## src/rtl/bf16_pack_stream_ctrl.sv

```systemverilog
// Streaming float32 -> bf16 (RNE) converter that packs two consecutive results
// into one 32-bit word; odd-length bursts close with the upper half padded.
module bf16_pack_stream_ctrl #(
  parameter logic [15:0] PAD_VAL = 16'h0000,
  parameter int          CNT_W   = 16
) (
  input  logic             clk_i,
  input  logic             rst_ni,
  input  logic             s_valid_i,
  output logic             s_ready_o,
  input  logic [31:0]      s_data_i,
  input  logic             s_last_i,
  output logic             m_valid_o,
  input  logic             m_ready_i,
  output logic [31:0]      m_data_o,
  output logic [1:0]       m_keep_o,
  output logic             m_last_o,
  output logic [CNT_W-1:0] word_cnt_o
);

  typedef enum logic [1:0] {IDLE, LOW, FULL} state_t;

  state_t             state_q, state_d;
  logic [15:0]        lo_q;
  logic [31:0]        data_q;
  logic [1:0]         keep_q;
  logic               last_q;
  logic [CNT_W-1:0]   cnt_q;
  logic               acc;
  logic               start;
  logic               pair;
  logic [15:0]        bf16;

  // Round-to-nearest-even; NaNs become a quiet NaN instead of rounding into Inf.
  function automatic logic [15:0] f32_to_bf16(input logic [31:0] f);
    logic [15:0] u;
    logic [15:0] l;
    logic        rnd;
    u   = f[31:16];
    l   = f[15:0];
    rnd = (l > 16'h8000) || ((l == 16'h8000) && u[0]);
    if ((f[30:23] == 8'hFF) && (f[22:0] != 23'd0))
      return {f[31], 15'h7FC0};
    return u + {15'd0, rnd};
  endfunction

  assign bf16      = f32_to_bf16(s_data_i);
  assign s_ready_o = (state_q != FULL) || m_ready_i;
  assign acc       = s_valid_i && s_ready_o;
  // A new word begins from IDLE, or from FULL when the held word drains this cycle.
  assign start     = acc && ((state_q == IDLE) || (state_q == FULL));
  assign pair      = acc && (state_q == LOW);

  always_comb begin
    state_d = state_q;
    case (state_q)
      IDLE: if (acc) state_d = s_last_i ? FULL : LOW;
      LOW:  if (acc) state_d = FULL;
      FULL: if (m_ready_i) begin
              if (acc) state_d = s_last_i ? FULL : LOW;
              else     state_d = IDLE;
            end
      default: state_d = IDLE;
    endcase
  end

  always_ff @(posedge clk_i or negedge rst_ni) begin
    if (!rst_ni) begin
      state_q <= IDLE;
      lo_q    <= 16'd0;
      data_q  <= 32'd0;
      keep_q  <= 2'b00;
      last_q  <= 1'b0;
      cnt_q   <= '0;
    end else begin
      state_q <= state_d;
      if (start && !s_last_i)
        lo_q <= bf16;
      if (start && s_last_i) begin
        data_q <= {PAD_VAL, bf16};
        keep_q <= 2'b01;
        last_q <= 1'b1;
      end else if (pair) begin
        data_q <= {bf16, lo_q};
        keep_q <= 2'b11;
        last_q <= s_last_i;
      end
      if ((state_q == FULL) && m_ready_i)
        cnt_q <= cnt_q + 1'b1;
    end
  end

  assign m_valid_o  = (state_q == FULL);
  assign m_data_o   = data_q;
  assign m_keep_o   = keep_q;
  assign m_last_o   = last_q;
  assign word_cnt_o = cnt_q;

endmodule

```

## config.mk

```make
export PLATFORM = sky130hd
export DESIGN_NAME = bf16_pack_stream_ctrl
export DESIGN_NICKNAME = d
export VERILOG_FILES = /design/src/rtl/bf16_pack_stream_ctrl.sv
export SDC_FILE = /design/constraint.sdc
export NUM_CORES = 1
export LEC_CHECK = 0
export BUFFER_PORTS_ARGS = -buffer_cell sky130_fd_sc_hd__buf_2
export CAP_MARGIN = 5
export CORE_AREA = 4 4 88 90
export DETAILED_ROUTE_END_ITERATION = 6
export DIE_AREA = 0 0 92 94
export PLACE_DENSITY_LB_ADDON = 0.08
export REMOVE_ABC_BUFFERS = 1
export SLEW_MARGIN = 20
export SYNTH_ARGS = -nofsm -noshare
export SYNTH_HDL_FRONTEND = slang
export SYNTH_SLANG_ARGS = --single-unit
export TNS_END_PERCENT = 20
```

## constraint.sdc

```tcl
create_clock -name clk_i -period 1.8 [get_ports clk_i]
set_input_delay 0.18 -clock clk_i [delete_from_list [all_inputs] [get_ports clk_i]]
set_output_delay 0.18 -clock clk_i [all_outputs]
set_load 0.01 [all_outputs]
```

* Word level (Yosys, flattened, before mapping) *
Cells that the tools add are included.

cells by class
  $add $sub $neg = 2
  reduce and logical (&&, ||, !) cells = 16
  $lt $le $gt $ge = 1
  equal/unequal tests = 8
  multiplexer cells = 15

operators by type and width
  kind                                                                      count
  32-bit two-way mux                                                        2
  16-bit two-way mux                                                        2
  23-bit nonzero test                                                       1
  16-bit by 1-bit adder with 16-bit output                                  1
  16-bit by 1-bit adder with 16-bit output (second input constant)          1
  16-bit equality test (second input constant)                              1
  16-bit > comparator (second input constant)                               1
  2-bit two-way mux                                                         7
  8-bit equality test (second input constant)                               1
  1-bit logical AND                                                         8
  2-bit inequality test (second input constant)                             3
  2-bit case mux with 3 select lines                                        1
  1-bit logical OR                                                          3
  1-bit two-way mux                                                         3
  3-bit AND reduction                                                       1
  2-bit by 1-bit equality test with 1-bit output (second input constant)    1
  2-bit equality test (second input constant)                               1
  2-bit logical NOT                                                         1
  2-bit by 1-bit inequality test with 1-bit output (second input constant)  1
  2-bit nonzero test                                                        1
  1-bit logical NOT                                                         1

word-level totals
  register bits after elaboration = 69
  output and inout port bits = 53

* Depth between registers and ports, before layout *
Gate-level depths: netlist of the first run.

  depth after elaboration = 7
  mapped depth = 9
  gate-level depth less buffers = 8

* Worst setup path before layout of the first run *
OpenSTA, ideal clock, no wires.

  path kind = input to register
  start point = input port s_data_i[2]
  end point = register data_q[8] (netlist: m_data_o[8])
  path slack = -0.131 ns
  path buffers = 1
  data required time = 1.649 ns
  arrival = 1.780 ns
  setup time = 0.151 ns
  stages = 9
  cells stage by stage = nor4_1 > nand4_1 > and2_1 > ha_1 > and4_1 > clkbuf_1 > nand3_1 > xor2_1 > o211ai_1

on the way
  cells in the longest elaborated chain, start to end = 6
  elaborated cells between the ends (all ways) = 10
  those cells by class = add/sub: 1; order compare: 1; eq/ne: 1; mux: 3; reduce/logical: 4

ends and longest elaborated chain
  what                                                         line  RTL
  start: declaration                                           11    input logic [31:0] s_data_i,
  branches (longest 4 deep; another with 16-bit > comparator)  --
  16-bit two-way mux *                                         44    return u + {15'd0, rnd};
  32-bit two-way mux *                                         79    if (start && s_last_i) begin
  end signal: assignment                                       80    data_q <= {PAD_VAL, bf16};
  end signal: assignment                                       84    data_q <= {bf16, lo_q};
  end: declaration                                             25    logic [31:0] data_q;

Mark *: on every way between the ends.
A chain may end at the register's enable or synchronous reset.

* Worst setup path after layout of the first run *
  start point = input port s_data_i[1]
  end point = register lo_q[8]

on the way
  cells in the longest elaborated chain, start to end = 5
  elaborated cells between the ends (all ways) = 9
  those cells by class = add/sub: 1; order compare: 1; eq/ne: 1; mux: 2; reduce/logical: 4

ends and longest elaborated chain
  what                                                         line  RTL
  branches (longest 4 deep; another with 16-bit > comparator)  --
  16-bit two-way mux *                                         44
  end signal: assignment                                       70    lo_q <= 16'd0;
  end signal: assignment                                       78    lo_q <= bf16;
  end: declaration                                             24    logic [15:0] lo_q;

Marks and branches as above.

==> results by group, run 1 <==
Layout
  • Non-Filler Instances: 574
  • Number of antenna diodes: 0
  • Nets: 510
  • Most frequent cells in the layout: 89 x buf_2, 69 x dfrtp_1, 43 x nand2_1
  • Leading cell type in the layout, fill and taps excluded: buf_2
  • Area grow syn2layout: 25.7%
  • Area of the multi-input gates: 1700 sq um
  • Layout fillers: 645
  • Storage element area: 1730 sq um
  • Proportion of layout cells with a drive suffix above 1: 0.316
  • Final Util: 0.643

Synth
  • Post-synthesis sequential area ratio: 0.478
  • Post-synthesis compound-gate area fraction: 0.153
  • Largest family of logic cells by synthesized area: simple AND/OR/NAND/NOR gates
  • Most common flop cell mapped by yosys: dfrtp_1
  • Simple-Gate Fraction of Synth Area: 0.225
  • Yosys warns: 0
  • Post-synth cell types: 50
  • Average cell area after synthesis: 9.81 sq um
  • Number of synthesized flops with an enable pin: 0
  • Post-Synth Adder-Cell Area: 0.0104
  • Asr flop ratio synth: 1.00
  • Xor/xnor share of the synthesized area: 0.0582
  • Synthesized cell area: 3610 sq um
  • Syn Inst Count: 368
  • Synth Register Bits: 69
  • Mux share of post-synthesis cell area: 0.0198

Detailed routing
  • Per-cell routed wire length: 16.1 microns
  • Vias per std cell: 5.64
  • First-pass iteration count of the detailed router: 4
  • Via count: 3,239
  • DRT iter0 DRCs: 180
  • # DRC: 0
  • Overall routed net length: 9230 microns
  • Post-route ant nets: 0

Placed design
  • Port bufs: 89
  • Detailed placement HPWL: 6580 microns
  • Routability Congestion: 0.855
  • Pre-CTS WS: -0.257 ns
  • Dpl cells: 557

Global routing
  • Pin count of the biggest net entering global routing: 70
  • First-pass GRT wire length: 15,400 microns
  • Top Usage Layer GRT: met2
  • Total track usage: 0.223
  • Grt met3 use: 0.0377
  • Vias in the first global route: 3,171
  • Grt met1 use: 0.299
  • Met2 usage: 0.362
  • Initial antenna violation count: 0
  • Total grt overflow: 0

Floorplanning
  • Die X-Extent: 92 microns
  • Ports: 90
  • Die Span Y: 94 microns
  • Die area: 8650 sq um
  • Initial Utilization: 0.511
  • Core Area: 7060 sq um
  • Row count: 31

Critical path
  • Worst Setup EP: lo_q[8]
  • Slowest library cell on the worst path: nor4_1
  • Crit start category: primary input
  • Critical Path Stages: 9
  • Reg2Reg Launch Point: state_q[1]
  • CP Data Arrival Time: 2.01 ns
  • R2r endpoint: m_keep_o[0]
  • Worst-path maximum fanout: 7
  • Crit Path Class: primary input to flop
  • Critical Path End Type: flop
  • Critical Path RT: 2.01 ns
  • Critical path startpoint: s_data_i[1]
  • Slowest stage delay, CP: 0.38 ns
  • Worst path top cell family by delay: simple AND/OR/NAND/NOR gates
  • CP Cell Sequence: buf_2 -> nor4_1 -> nand4_1 -> and2_1 -> ha_2 -> and4_2 -> nand3_1 -> xor2_1 -> a31oi_1
  • CP bufs+invs: 1
  • Worst R2R Path Depth: 5
  • Flop2flop setup slack: 0.12 ns

Timing
  • Final worst slack: 0.00364 ns
  • Final hold violation count: 0
  • Achievable Freq: 0.557 GHz
  • Normalized max-slew margin: 0.568
  • Final Slew Violations: 0
  • Fin crit share: 0.998
  • Setup TNS: 0 ns
  • Final clock skew: 0.00891 ns
  • Setup Viol. Count Final: 0
  • Actual slew at the worst max-slew pin: 0.648 ns
  • Final min period: 1.80 ns

Power
  • Maximum vdd ir drop: 0.593 mV
  • Leak Pwr: 2.16 nW
  • Power, Total: 4.98 mW
  • Power per cell area: 1100 nW/um^2

Hold path
  • Hold Path Class: primary input to flop
  • Hold_sp: s_data_i[31]

Clocking
  • Skew-Pair Late Insertion Delay: 0.34 ns
  • CTS tree: done
  • Root Driver: clkbuf_8
  • Setup bufs post-CTS: 0
  • Clock buffer depth: 2
  • Worst-path clk slew: 0.07 ns
  • CTS sink cnt: 69
  • H-tree levels: 3
  • CTS buffer count: 9

Outcome
  • Status: finished clean

Flow run
  • Max cap viols: 0
==> synth_stat cells, drive strengths merged, types with 2 or more instances <==
library cell   n  area [sq um]
a31oi         10          62.6
a21oi         15          75.1
nor2          16          60.1
nand3         23           120
o31ai         15           113
nor4b          4          50.1
buf           18           126
nand4         16           100
nand2         44           168
nand2b         4          25.0
mux2i          6          60.1
or3            2          12.5
o211ai         5          37.5
clkbuf        13          48.8
inv            6          22.5
and2           3          18.8
nor3           8          51.3
o21ai         10          53.8
and3           5          41.3
xnor2         16           140
and4           3          26.3
a211oi         2          20.0
dfrtp         69          1730
xor2           8          70.1
nand3b         2          15.0
ha             3          37.5
a2bb2oi       14           123
nor4          16           100
==> power by group <==
part           total (mW)  switching [mW]  internal [mW]
Combinational        1.43           0.763          0.670
Sequential           2.18           0.236           1.94
Clock                1.37           0.587          0.780
Total                4.98            1.59           3.39
==> cell families after synthesis <==
| group | after synthesis |
|---|---|
| flip-flops | 69 |
| AND/OR/NAND/NOR | 149 |
| AO/OA/AOI/OAI | 79 |
| buffers and inverters | 37 |
| multiplexers | 7 |
| adder cells (fa/ha/maj) | 3 |
| XOR/XNOR | 24 |
==> per-stage QoR <==
stage,cell area (sq um),hold slack (ns)
2_1_floorplan,3430,-0.116
3_3_place_gp,4290,0.237
3_5_place_dp,4290,0.240
4_1_cts,4520,0.0541
5_1_grt,4540,0.0859
6_report,4540,0.0659
==> layout make-up <==
class                      instances  share of cell area
clock buffer                      10              0.0281
clock inverter                     6              0.0193
inverter                           6             0.00496
multi-input combinational        262               0.375
sequential                        69               0.381
tap                               99              0.0273
timing repair buffer             122               0.164
==> repair_timing <==
action	in CTS	in global routing
hold endpoints to repair	69	0
setup endpoints to repair	0	16
gates resized for setup	0	5
hold buffers	1	0
==> worst min-delay path by stage <==
stage | end | slack [ns] | cells past startpoint
floorplan | lo_q[0] | -0.12 | 0
global placement | m_keep_o[1] | 0.24 | 2
detailed placement | m_keep_o[1] | 0.24 | 2
CTS | lo_q[15] | 0.05 | 3
global route | lo_q[15] | 0.09 | 3
finish | lo_q[15] | 0.07 | 3
==> per-layer routing <==
metal,part of all wire,up-vias
met4,0.017,0
met5,0,-
met3,0.060,15
met1,0.44,1566
li1,-,1559
met2,0.48,99
==> flip-flops by register name (all words and copies together) (netlist names) <==
name / cells
word_cnt_o: 16
lo_q: 16
m_last_o: 1
state_q: 2
m_keep_o: 2
m_data_o: 32
==> tightest hold or removal path, stage by stage <==
cell     delay (ns)
buf_2          0.10
nand2_1        0.05
nand2_1        0.05
Power figures use the tool's default switching activity.
==> inputs of run 2 (changes only) <==
- SETUP_SLACK_MARGIN: unset -> 0.05
==> run 2 against run 1 <==
  * Routed wire length increased by 0.38%
  * Utilization unchanged
  * First-iteration DRC count increased by 7.8%
  * Die area unchanged
  * Largest power group unchanged
  * Sequential share of layout area is the same
  * Combinational power is essentially flat
==> results by group, run 2 (synthesized netlist as in run 1, its figures left out) <==
Outcome
  • Status: finished clean

Timing
  • Normalized max-slew margin: 0.575
  • Final Slew Violations: 0
  • Final clock skew: 0.00830 ns
  • Fin crit share: 0.969
  • Final worst slack: 0.0560 ns
  • Achievable Freq: 0.573 GHz
  • Final min period: 1.74 ns
  • Setup Viol. Count Final: 0
  • Final hold violation count: 0
  • RSZ-0062 raised after global routing: true
  • Actual slew at the worst max-slew pin: 0.638 ns

Critical path
  • Worst R2R Path Depth: 5
  • CP bufs+invs: 1
  • Critical path startpoint: s_data_i[9]
  • Crit start category: primary input
  • Worst path top cell family by delay: simple AND/OR/NAND/NOR gates
  • Critical Path End Type: flop
  • CP Data Arrival Time: 1.96 ns
  • Critical Path RT: 2.01 ns
  • Slowest library cell on the worst path: nor4_1
  • CP Cell Sequence: buf_2 -> nor4_1 -> nand4_1 -> and2_1 -> ha_2 -> and4_2 -> nand3_1 -> xor2_1 -> a31oi_1
  • Critical Path Stages: 9
  • Slowest stage delay, CP: 0.35 ns
  • Reg2Reg Launch Point: state_q[1]
  • Crit Path Class: primary input to flop
  • Worst-path maximum fanout: 7

Layout
  • Most frequent cells in the layout: 89 x buf_2, 69 x dfrtp_1, 43 x nand2_1
  • Area grow syn2layout: 25.7%
  • Nets: 510
  • Proportion of layout cells with a drive suffix above 1: 0.316
  • Leading cell type in the layout, fill and taps excluded: buf_2
  • Design Area, Final: 4540 sq um
  • Number of antenna diodes: 0
  • Max FFs per register: 32

Floorplanning
  • Row count: 31
  • Core Area: 7060 sq um
  • Die X-Extent: 92 microns
  • Initial Utilization: 0.511
  • Die area: 8650 sq um
  • Ports: 90
  • Die Span Y: 94 microns

Power
  • Power, Total: 4.98 mW
  • Power per cell area: 1100 nW/um^2
  • Leak Pwr: 2.16 nW
  • Maximum vdd ir drop: 0.593 mV

Placed design
  • Post-Place Cell Area: 4290 sq um
  • Detailed placement HPWL: 6580 microns
  • Port bufs: 89
  • Routability Congestion: 0.855
  • Pre-CTS WS: -0.257 ns

Global routing
  • First-pass GRT wire length: 15,400 microns
  • Vias in the first global route: 3,171
  • Total grt overflow: 0
  • Initial antenna violation count: 0
  • Pin count of the biggest net entering global routing: 70
  • Total track usage: 0.223

Detailed routing
  • DRT iter0 DRCs: 194
  • Overall routed net length: 9270 microns
  • Per-cell routed wire length: 16.1 microns
  • # DRC: 0
  • Vias per std cell: 5.61
  • Via count: 3,221
  • First-pass iteration count of the detailed router: 4
  • Post-route ant nets: 0

Clocking
  • CTS buffer count: 9
  • Clock buffer depth: 2
  • Skew-Pair Late Insertion Delay: 0.34 ns
  • CTS tree: done
  • Worst-path clk slew: 0.07 ns
  • H-tree levels: 3
  • Root Driver: clkbuf_8
  • CTS sink cnt: 69

Flow run
  • Max cap viols: 0

Hold path
  • WHS Path Cells: 3
  • Hold Path Class: primary input to flop
  • Hold_sp: s_data_i[31]
[run 2: path summary, 6_finish.rpt]
| kind | end | slack [ns] |
|---|---|---|
| min in group asynchronous | m_keep_o[1] | 0.38 |
| max reg2reg | m_keep_o[0] | 0.12 |
| max | lo_q[8] | 0.06 |
| max in group asynchronous | lo_q[12] | 1.11 |
| min reg2reg | m_keep_o[0] | 0.47 |
| min | lo_q[15] | 0.06 |
[run 2: worst min-delay path: stages]
cell and delay [ns]:
buf_2 0.10, nand2_1 0.04, nand2_1 0.04
[run 2: final cells by class]
cell class	instances	area, sq um
clock inverter	6	87.6
inverter	6	22.5
sequential	69	1730
timing repair buffer	122	746
multi-input combinational	262	1700
clock buffer	10	128
fill	645	2520
tap	99	124
[run 2: stage by stage]
stage,setup TNS [ns],hold slack (ns),instances,utilization
3_3_place_gp,-2.70,0.237,557,0.608
6_report,0,0.0608,574,0.643
5_1_grt,-1.12,0.0859,574,0.643
3_5_place_dp,-4.35,0.240,557,0.608
4_1_cts,0,0.0541,574,0.640
2_1_floorplan,-7.80,-0.116,337,-
[run 2: where the power goes]
group	total (mW)	internal [mW]	leakage (nW)	switching (mW)
combinational	1.43	0.670	1.18	0.762
sequential	2.18	1.94	0.868	0.237
clock	1.37	0.780	0.110	0.589
total	4.98	3.39	2.16	1.59
[run 2: repair_timing]
| item | CTS | global route |
|---|---|---|
| hold endpoints to repair | 69 | 0 |
| setup endpoints to repair | 0 | 22 |
| hold buffers | 1 | 0 |
| resized for setup | 0 | 5 |
| setup buffers | 0 | 0 |
[run 2: per-layer routing]
metal,GRT usage,vias to the layer above,part of all wire
met5,0,-,0
met4,0.0903,0,0.021
met3,0.0377,16,0.056
met2,0.362,93,0.48
met1,0.299,1555,0.44
li1,-,1557,-
